**src/rtl/io_defs.sv**
```systemverilog
// Shared definitions for io_controller: register map, STATUS bit layout and TX FSM states.
package io_defs;

  localparam logic [6:0] REG_UART_DATA = 7'd0;
  localparam logic [6:0] REG_LEDS      = 7'd1;
  localparam logic [6:0] REG_STATUS    = 7'd2;
  localparam logic [6:0] REG_CYCLES    = 7'd3;

  localparam int unsigned STATUS_EMPTY    = 0;
  localparam int unsigned STATUS_FULL     = 1;
  localparam int unsigned STATUS_BUSY     = 2;
  localparam int unsigned STATUS_OVERFLOW = 3;

  typedef enum logic [1:0] {
    TxIdle,
    TxStart,
    TxData,
    TxStop
  } tx_state_e;

endpackage

```
**src/rtl/io_tx_fifo.sv**
```systemverilog
// Byte-wide synchronous FIFO feeding the UART transmitter.
module io_tx_fifo #(
  parameter int unsigned Depth = 8
) (
  input  logic       clk,
  input  logic       reset_n,
  input  logic       push,
  input  logic [7:0] push_data,
  input  logic       pop,
  output logic [7:0] pop_data,
  output logic       empty,
  output logic       full
);

  localparam int unsigned AddrW = $clog2(Depth);
  localparam int unsigned CntW  = AddrW + 1;

  logic [7:0]       mem_q [Depth];
  logic [AddrW-1:0] wr_ptr_q;
  logic [AddrW-1:0] rd_ptr_q;
  logic [CntW-1:0]  count_q;
  logic             do_push;
  logic             do_pop;

  assign empty    = (count_q == '0);
  assign full     = (count_q == CntW'(Depth));
  assign do_pop   = pop && !empty;
  // A pop in the same cycle frees a slot, so a push at full still lands.
  assign do_push  = push && (!full || do_pop);
  assign pop_data = mem_q[rd_ptr_q];

  always_ff @(posedge clk or negedge reset_n) begin
    if (!reset_n) begin
      wr_ptr_q <= '0;
      rd_ptr_q <= '0;
      count_q  <= '0;
    end else begin
      if (do_push) wr_ptr_q <= wr_ptr_q + AddrW'(1);
      if (do_pop)  rd_ptr_q <= rd_ptr_q + AddrW'(1);
      if (do_push && !do_pop) begin
        count_q <= count_q + CntW'(1);
      end else if (do_pop && !do_push) begin
        count_q <= count_q - CntW'(1);
      end
    end
  end

  always_ff @(posedge clk) begin
    if (do_push) mem_q[wr_ptr_q] <= push_data;
  end

endmodule

```
**src/rtl/io_controller.sv**
```systemverilog
// Register-bus peripheral: LED register, cycle counter, STATUS and a FIFO-fed 8N1 UART transmitter.
module io_controller
  import io_defs::*;
#(
  parameter int unsigned CLK_DIVIDE = 16,
  parameter int unsigned FIFO_DEPTH = 8
) (
  input  logic        clk,
  input  logic        reset_n,
  input  logic [6:0]  register_index,
  input  logic        register_read,
  input  logic        register_write,
  input  logic [15:0] register_write_value,
  output logic [15:0] register_read_value,
  output logic        uart_tx,
  output logic [15:0] leds
);

  localparam int unsigned BaudW = $clog2(CLK_DIVIDE);
  localparam logic [BaudW-1:0] BaudLast = BaudW'(CLK_DIVIDE - 1);

  logic [15:0]      read_value_q;
  logic [15:0]      leds_q;
  logic [15:0]      cycles_q;
  logic             overflow_q;
  tx_state_e        state_q, state_d;
  logic [BaudW-1:0] baud_q, baud_d;
  logic [2:0]       bit_q, bit_d;
  logic [7:0]       shift_q, shift_d;

  logic             fifo_push, fifo_pop, fifo_empty, fifo_full;
  logic [7:0]       fifo_data;
  logic [15:0]      status;
  logic [15:0]      read_mux;
  logic             wr_leds, wr_status, wr_cycles;

  assign fifo_push = register_write && (register_index == REG_UART_DATA);
  assign wr_leds   = register_write && (register_index == REG_LEDS);
  assign wr_status = register_write && (register_index == REG_STATUS);
  assign wr_cycles = register_write && (register_index == REG_CYCLES);

  io_tx_fifo #(
    .Depth(FIFO_DEPTH)
  ) u_fifo (
    .clk      (clk),
    .reset_n  (reset_n),
    .push     (fifo_push),
    .push_data(register_write_value[7:0]),
    .pop      (fifo_pop),
    .pop_data (fifo_data),
    .empty    (fifo_empty),
    .full     (fifo_full)
  );

  always_comb begin
    status                  = '0;
    status[STATUS_EMPTY]    = fifo_empty;
    status[STATUS_FULL]     = fifo_full;
    status[STATUS_BUSY]     = (state_q != TxIdle);
    status[STATUS_OVERFLOW] = overflow_q;
  end

  always_comb begin
    read_mux = '0;
    case (register_index)
      REG_LEDS:   read_mux = leds_q;
      REG_STATUS: read_mux = status;
      REG_CYCLES: read_mux = cycles_q;
      default:    read_mux = '0;
    endcase
  end

  // Reads sample pre-edge state, so a same-cycle write is not yet visible.
  always_ff @(posedge clk or negedge reset_n) begin
    if (!reset_n) begin
      read_value_q <= '0;
      leds_q       <= '0;
      cycles_q     <= '0;
      overflow_q   <= 1'b0;
    end else begin
      if (register_read) read_value_q <= read_mux;
      if (wr_leds)       leds_q       <= register_write_value;
      cycles_q <= wr_cycles ? register_write_value : cycles_q + 16'd1;
      if (wr_status && register_write_value[STATUS_OVERFLOW]) begin
        overflow_q <= 1'b0;
      end else if (fifo_push && fifo_full && !fifo_pop) begin
        overflow_q <= 1'b1;
      end
    end
  end

  always_ff @(posedge clk or negedge reset_n) begin
    if (!reset_n) begin
      state_q <= TxIdle;
      baud_q  <= '0;
      bit_q   <= '0;
      shift_q <= '0;
    end else begin
      state_q <= state_d;
      baud_q  <= baud_d;
      bit_q   <= bit_d;
      shift_q <= shift_d;
    end
  end

  always_comb begin
    state_d  = state_q;
    baud_d   = baud_q + BaudW'(1);
    bit_d    = bit_q;
    shift_d  = shift_q;
    fifo_pop = 1'b0;
    unique case (state_q)
      TxIdle: begin
        baud_d = '0;
        if (!fifo_empty) begin
          state_d  = TxStart;
          fifo_pop = 1'b1;
          shift_d  = fifo_data;
        end
      end
      TxStart: begin
        if (baud_q == BaudLast) begin
          state_d = TxData;
          baud_d  = '0;
          bit_d   = '0;
        end
      end
      TxData: begin
        if (baud_q == BaudLast) begin
          baud_d  = '0;
          shift_d = {1'b0, shift_q[7:1]};
          if (bit_q == 3'd7) begin
            state_d = TxStop;
          end else begin
            bit_d = bit_q + 3'd1;
          end
        end
      end
      TxStop: begin
        if (baud_q == BaudLast) begin
          baud_d = '0;
          // Chain straight into the next start bit when more data waits.
          if (!fifo_empty) begin
            state_d  = TxStart;
            fifo_pop = 1'b1;
            shift_d  = fifo_data;
          end else begin
            state_d = TxIdle;
          end
        end
      end
      default: state_d = TxIdle;
    endcase
  end

  always_comb begin
    unique case (state_q)
      TxStart: uart_tx = 1'b0;
      TxData:  uart_tx = shift_q[0];
      default: uart_tx = 1'b1;
    endcase
  end

  assign register_read_value = read_value_q;
  assign leds                = leds_q;

endmodule

```
**config.mk**
```make
export PLATFORM = sky130hd
export DESIGN_NAME = io_controller
export DESIGN_NICKNAME = d
export VERILOG_FILES = /design/src/rtl/io_defs.sv /design/src/rtl/io_tx_fifo.sv /design/src/rtl/io_controller.sv
export SDC_FILE = /design/constraint.sdc
export NUM_CORES = 1
export LEC_CHECK = 0
export CORE_MARGIN = 1
export CORE_UTILIZATION = 55
export CTS_CLUSTER_SIZE = 8
export DETAILED_ROUTE_END_ITERATION = 12
export PLACE_DENSITY_LB_ADDON = 0.1
export REMOVE_ABC_BUFFERS = 1
export SYNTH_ARGS = -nofsm -noshare
export SYNTH_HDL_FRONTEND = slang
export SYNTH_HIERARCHICAL = 1
export SYNTH_SLANG_ARGS = --single-unit
```
**constraint.sdc**
```tcl
create_clock -name clk -period 3.9 [get_ports clk]
set_clock_uncertainty 0.05 [all_clocks]
set_input_delay 0.39 -clock clk [delete_from_list [all_inputs] [get_ports clk]]
set_output_delay 0.39 -clock clk [all_outputs]
set_load 0.01 [all_outputs]
```
==> run metrics, run 1 <==
status=complete, no violations; drt first pass iters=4; register area=0.003824 mm^2; crit-path cells=ha_1 -> and3_1 -> a21oi_1 -> or3_1 -> inv_1 -> o21ai_4 -> inv_2 -> ha_1 -> inv_1 -> ha_1 -> or4_1 -> o211ai_1 -> o211ai_1; Fmax=295.6 MHz; CTS sink count=140; max-slew violations=0; Hold Vio Cnt, Final=0; Setup TNS Final=0 ns; critical path class=flip-flop to flip-flop; Hold Path Class=input pin to asynchronous set/reset pin; top cells by area, synth=edfxtp_1 (30%), dfrtp_1 (30%), mux4_2 (5.6%), mux2_2 (3.5%), mux2i_1 (3.3%); LEAKAGE=3.092 nW; period utilization=0.8674; GRT busiest layer=met2; Worst Reg-to-Reg Cells=13; CP peak stage delay=0.54 ns; min cycle time layout=3.383 ns; vias per cell=5.770; area grow syn2layout=20.19%; placed cells=654; unrepaired setup endpoints after global routing=no; GR Layer Usage met1=0.2861; switching power=931.3 uW; capture point of the worst reg-to-reg path=u_fifo/count_q[3]; CTS root buf=clkbuf_16; Synth Register Bits=140; Compound-Gate Fraction of Synth Area=0.07420; Rel. slew slack=0.3300; sw frac=0.2569; Seq pwr share=0.475; worst-path fanout max=7; hold-fix buffer count after cts=0; min setup slack post-route=0.5173 ns; TritonCTS Buffers=17; Placer Congestion=0.7931; multi-input logic area=0.002341 mm^2; largest net degree at the start of global routing=77; CP Capture Type=flip-flop; DP HPWL=8.541 mm; Initial Util=0.5627; Cell Rows=39; pre-CTS setup slack=0.2100 ns; Gates resized, CTS repair=0; post-synth cell types=56; Clock Latency Late Sink=0.42 ns; CTS H-tree depth=4; 1st-iter DRT viols=290; Int Pwr=2.694 mW; family with the most delay on the worst path=simple AND/OR/NAND/NOR gates; post-CTS setup buffers=0; met3 usage=0.07290; CTS tree=yes; number of synthesized flops with an enable pin=64; initial antenna violation count=0; first-pass GRT wire length=20.73 mm; top cell type's share of synthesized area=0.2991; final wirelength=13.00 mm; Cell Area, Synth=0.006425 mm^2; VDD IR max=0.0004268 V; met2 GRT Util=0.4036; vias in the first global route=4133; worst-margin pin slew=1.005 ns; residual DRC count=0; Synth Area in XOR/XNOR=0.02726; ANT cells=0; IO buf count=59; multiplexer share of the synthesized area=0.1519; clock power share=0.443; R2R setup slack=0.52 ns; Req. time, crit path=4.15 ns; final std cells w/o fill=686; Bufs and invs on worst path=3; Layout fillers=844; Gate power share=0.082; sequential element share of the synthesized area=0.5951; prevailing post-synth register cell=dfrtp_1; wire length per cell=18.95 um; simple-gate portion of the synthesized area=0.07868; die height=110.1 um; WP data arrival=3.63 ns; area leader, netlist=edfxtp_1; total track usage=0.2381; layout cells sized above 1=0.1989; crit start category=flip-flop; Post-Syn Instances=463; Synth Area per Inst=13.88 um^2; warnings from Yosys=6; via count=3958; Die X=110.1 um; asr flop ratio synth=0.5429; Slowest-stage cell, CP=or4_1; maxcap violations=0; io pins=60; Final setup violation count=0; core area=0.01142 mm^2; most frequent CP cell=ha_1; adder-cell share of the synthesized area=0.03233; largest family of logic cells by synthesized area=multiplexers; GR Overflow Total=0; Pwr Density=469.5 mW/mm^2; Clock transition at path regs=0.06 ns; full die area=0.01212 mm^2; DRT antenna net count=0; CTS max path bufs=2; layout net count=573; worst reg2reg startpoint=baud_q[0]
==> cells in the mapped netlist, drive strengths merged, types with 4 or more instances <==
cell / n
nand3: 12
nor2: 30
o21ai: 9
edfxtp: 64
nand4: 7
o22ai: 16
o211ai: 6
buf: 16
xnor2: 7
nor3: 6
and3: 4
mux2i: 21
mux2: 32
clkbuf: 8
a21oi: 26
inv: 28
nand2: 12
mux4: 16
ha: 15
xor2: 13
dfrtp: 76
a22oi: 6
==> power by group through the flow <==
stage                     sequential, mW  clock [mW]  combinational [mW]
final                               1.72        1.61               0.297
after floorplan                     1.73           0               0.165
after detailed placement            1.75           0               0.299
after global routing                1.74        1.70               0.328
after global placement              1.75           0               0.288
after CTS                           1.72        1.63               0.301
==> final cells by class <==
type | count | share of cell area
flip-flops and latches | 140 | 0.4951
multi-input cells | 271 | 0.3031
repair buffers | 72 | 0.08879
clock buffers | 17 | 0.05509
well taps | 143 | 0.02317
clock inverters | 15 | 0.02106
inverters | 28 | 0.01361
==> stage by stage <==
step             util  hold WS, ns  area (um^2)  power [mW]
6_report       0.6763      0.08108         7722       3.625
5_1_grt        0.6763       0.1691         7722       3.762
4_1_cts        0.6763       0.1150         7722       3.655
3_5_place_dp   0.6248       0.4409         7134       2.048
3_3_place_gp   0.6248       0.4286         7134       2.034
2_1_floorplan       -      0.04441         6270       1.892
==> kinds of logic (layout without fill, tap and decap cells) <==
logic type,count (synthesis),after routing
DFF,140,140
and+or+nand+nor,95,95
xor gates and xnor gates,20,20
buffers and inverters,52,132
adders and majority gates,16,16
AOI/OAI and AO/OA,71,71
muxes,69,69
==> layer usage <==
layer	routed length [um]	up-vias
met3	652	9
met5	0	-
met4	150	0
met1	5471	2010
li1	-	1858
met2	6723	81
==> how the worst max path moves through the flow <==
stage                 startpoint                end  slack (ns)  cells after the start
6_report               baud_q[0]  u_fifo/count_q[3]        0.52                     13
2_1_floorplan  u_fifo/count_q[0]  u_fifo/count_q[3]        0.82                     11
3_3_place_gp   register_index[2]  u_fifo/count_q[3]        0.34                     12
4_1_cts                baud_q[0]  u_fifo/count_q[3]        0.56                     13
5_1_grt                baud_q[0]  u_fifo/count_q[3]        0.33                     13
3_5_place_dp   register_index[2]  u_fifo/count_q[3]        0.21                     12
==> cell usage in the layout, fill, tap and decap left out, types with 4 or more instances in the layout <==
cell type	instances
o211ai_1	4
nor3_1	6
mux4_2	16
dfrtp_1	76
mux2_2	20
buf_4	14
ha_1	15
nand4_1	7
o21ai_0	8
nor2_1	29
a22oi_1	6
inv_6	7
mux2_4	12
a21oi_1	25
xnor2_1	7
o22ai_1	16
clkbuf_16	17
and3_1	4
edfxtp_1	64
clkdlybuf4s50_1	58
nand3_1	12
xor2_1	13
inv_8	5
inv_1	27
mux2i_1	21
nand2_1	12
==> flip-flops by register name, summed over array words and instances (netlist names), 4 cells and up <==
name / count
leds: 16
u_fifo/mem_q: 64
cycles_q: 16
u_fifo/count_q: 4
shift_q: 8
baud_q: 4
register_read_value: 16
(Power assumes the default switching activity.)
==> inputs of run 2 (changes only) <==
- SLEW_MARGIN: unset -> 30
==> run 2 against run 1 <==
Net effect: final cell count grew 0.29%; sequential cell count unchanged; combinational power about the same; highest routed layer unchanged; power up 0.15%; cell area rose by 0.34%; clock power hardly changed; first-iteration DRC count is 13% lower; largest power group unchanged; register-to-register slack lost 0.02 ns; largest cell class unchanged; core utilization is 0.23 points higher.
==> run metrics, run 2 (synthesized netlist as in run 1, its figures left out) <==
status=complete, no violations (unchanged); worst-margin pin slew=0.7530 ns (was 1.005 ns); critical path class=flip-flop to flip-flop (unchanged); CTS root buf=clkbuf_16 (unchanged); Pwr Density=468.6 mW/mm^2 (was 469.5 mW/mm^2); LEAKAGE=3.108 nW (was 3.092 nW); total power draw=3.631 mW (was 3.625 mW); core area=0.01142 mm^2 (unchanged); io pins=60 (unchanged); initial antenna violation count=0 (unchanged); Hold Vio Cnt, Final=0 (unchanged); CTS max path bufs=2 (unchanged); wire length per cell=19.01 um (was 18.95 um); Layout fillers=841 (was 844); die height=110.1 um (unchanged); CTS tree=yes (unchanged); most frequent cells in the layout=dfrtp_1 (75), edfxtp_1 (64), clkdlybuf4s50_1 (58) (was dfrtp_1 (76), edfxtp_1 (64), clkdlybuf4s50_1 (58)); layout cells sized above 1=0.2018 (was 0.1989); CTS H-tree depth=4 (unchanged); vias per cell=5.744 (was 5.770); Placer Congestion=0.7931 (unchanged); ANT cells=0 (unchanged); maxcap violations=0 (unchanged); CP peak stage delay=0.54 ns (about the same); residual DRC count=0 (unchanged); via count=3952 (was 3958); DP Area=0.007139 mm^2 (was 0.007134 mm^2); total track usage=0.2362 (was 0.2381); Initial Util=0.5627 (unchanged); vias in the first global route=4076 (was 4133); Final setup violation count=0 (unchanged); layout net count=575 (was 573); Clock transition at path regs=0.06 ns (about the same); Most flops, register=u_fifo/mem_q (unchanged); crit start category=flip-flop (unchanged); cell area after layout=0.007749 mm^2 (was 0.007722 mm^2); Die X=110.1 um (unchanged); area grow syn2layout=20.60% (was 20.19%); worst-path fanout max=7 (unchanged); Clock Latency Late Sink=0.42 ns (about the same); Setup TNS Final=0 ns (unchanged); IO buf count=59 (unchanged); DP HPWL=8.531 mm (was 8.541 mm); Req. time, crit path=4.15 ns (about the same); max-slew violations=0 (unchanged); drt first pass iters=6 (was 4); 1st-iter DRT viols=252 (was 290); TritonCTS Buffers=17 (unchanged); Largest register FFs=64 (unchanged); GR Overflow Total=0 (unchanged); Fmax=293.5 MHz (was 295.6 MHz); Cell Rows=39 (unchanged); most frequent CP cell=ha_1 (unchanged); period utilization=0.8738 (was 0.8674); min cycle time layout=3.408 ns (was 3.383 ns); unrepaired setup endpoints after global routing=no (unchanged); DRT antenna net count=0 (unchanged); Hold Path Class=flip-flop to flip-flop (was input pin to asynchronous set/reset pin); crit-path cells=ha_1 -> and3_1 -> a21oi_1 -> or3_1 -> inv_1 -> o21ai_4 -> inv_2 -> ha_1 -> inv_1 -> ha_1 -> or4_1 -> o211ai_1 -> o211ai_1 (unchanged); largest net degree at the start of global routing=77 (unchanged); final wirelength=13.08 mm (was 13.00 mm); CP Capture Type=flip-flop (unchanged); WP data arrival=3.65 ns (was 3.63 ns); Slowest-stage cell, CP=or4_1 (unchanged); CTS sink count=140 (unchanged); commonest non-fill, non-tap cell in the layout=dfrtp_1 (unchanged); Rel. slew slack=0.4980 (was 0.3300); VDD IR max=0.0003393 V (was 0.0004268 V); full die area=0.01212 mm^2 (unchanged); first-pass GRT wire length=20.54 mm (was 20.73 mm)
-- run 2: cell types whose count changed in the layout (fill, tap and decap cells not counted) --
| cell | previous run | this run |
|---|---|---|
| buf_4 | 14 | 13 |
| buf_6 | 0 | 1 |
| clkbuf_4 | 0 | 1 |
| clkinv_4 | 0 | 2 |
| clkinvlp_4 | 2 | 1 |
| dfrtp_1 | 76 | 75 |
| dfrtp_2 | 0 | 1 |
| dlygate4sd3_1 | 0 | 1 |
| inv_6 | 7 | 5 |
| inv_8 | 5 | 6 |
-- run 2: critical path, delay by kind of cell, from the launching register on --
kind	cells	cell delay, ns
buffers and inverters	3	0.38
DFF	1	0.39
adders and majority gates	3	0.86
and+or+nand+nor	3	1.17
AOI/OAI and AO/OA	4	0.44
-- run 2: final cells by class --
class                   instances  area (um^2)  area share
flip-flops and latches        140         3825      0.4936
multi-input cells             271         2341      0.3021
repair buffers                 74        706.9     0.09123
clock buffers                  17        425.4     0.05490
well taps                     143        178.9     0.02309
clock inverters                15        166.4     0.02148
inverters                      28        105.1     0.01356
-- run 2: worst paths after layout --
path | from | to | slack (ns) | cells after the start
min in group asynchronous | reset_n | shift_q[7] | 0.52 | 2
hold reg to reg | baud_q[0] | baud_q[0] | 0.45 | 1
setup reg to reg | baud_q[0] | u_fifo/count_q[3] | 0.49 | 13
max in group asynchronous | reset_n | u_fifo/rd_ptr_q[0] | 2.78 | 2
setup / recovery | baud_q[0] | u_fifo/count_q[3] | 0.49 | 13
hold / removal | baud_q[0] | baud_q[0] | 0.45 | 1
-- run 2: per-layer routing --
layer / global-route usage / vias to the layer above / part of all wire
met5: 0 / - / 0
met4: 0.1038 / 0 / 0.019
met3: 0.05879 / 18 / 0.038
met2: 0.4080 / 72 / 0.52
met1: 0.2798 / 2002 / 0.42
li1: - / 1860 / -
-- run 2: report_power, final --
group	switching, mW	internal, mW
clock	0.698	0.915
combinational	0.135	0.161
sequential	0.101	1.62
-- run 2: timing repair --
action,4_1_cts,5_1_grt
buffers inserted,0,0
endpoints found under the hold margin,76,0
hold buffers,1,0
resized for setup,0,0
-- run 2: through the flow --
| stage | setup slack, ns | utilization | instances | hold WS [ns] |
|---|---|---|---|---|
| after floorplan | 0.8236 | - | 439 | 0.04441 |
| after global placement | 0.3400 | 0.6248 | 654 | 0.4286 |
| after detailed placement | 0.2159 | 0.6252 | 654 | 0.4278 |
| after CTS | 0.5472 | 0.6780 | 687 | 0.4539 |
| after global routing | 0.3183 | 0.6786 | 688 | 0.4843 |
| final | 0.4923 | 0.6786 | 688 | 0.4535 |
==> inputs of run 3 (changes only) <==
- SLEW_MARGIN: 30 -> unset
==> results of run 3 <==
The final DEF is identical to that of run 1; final timing and power are the same.
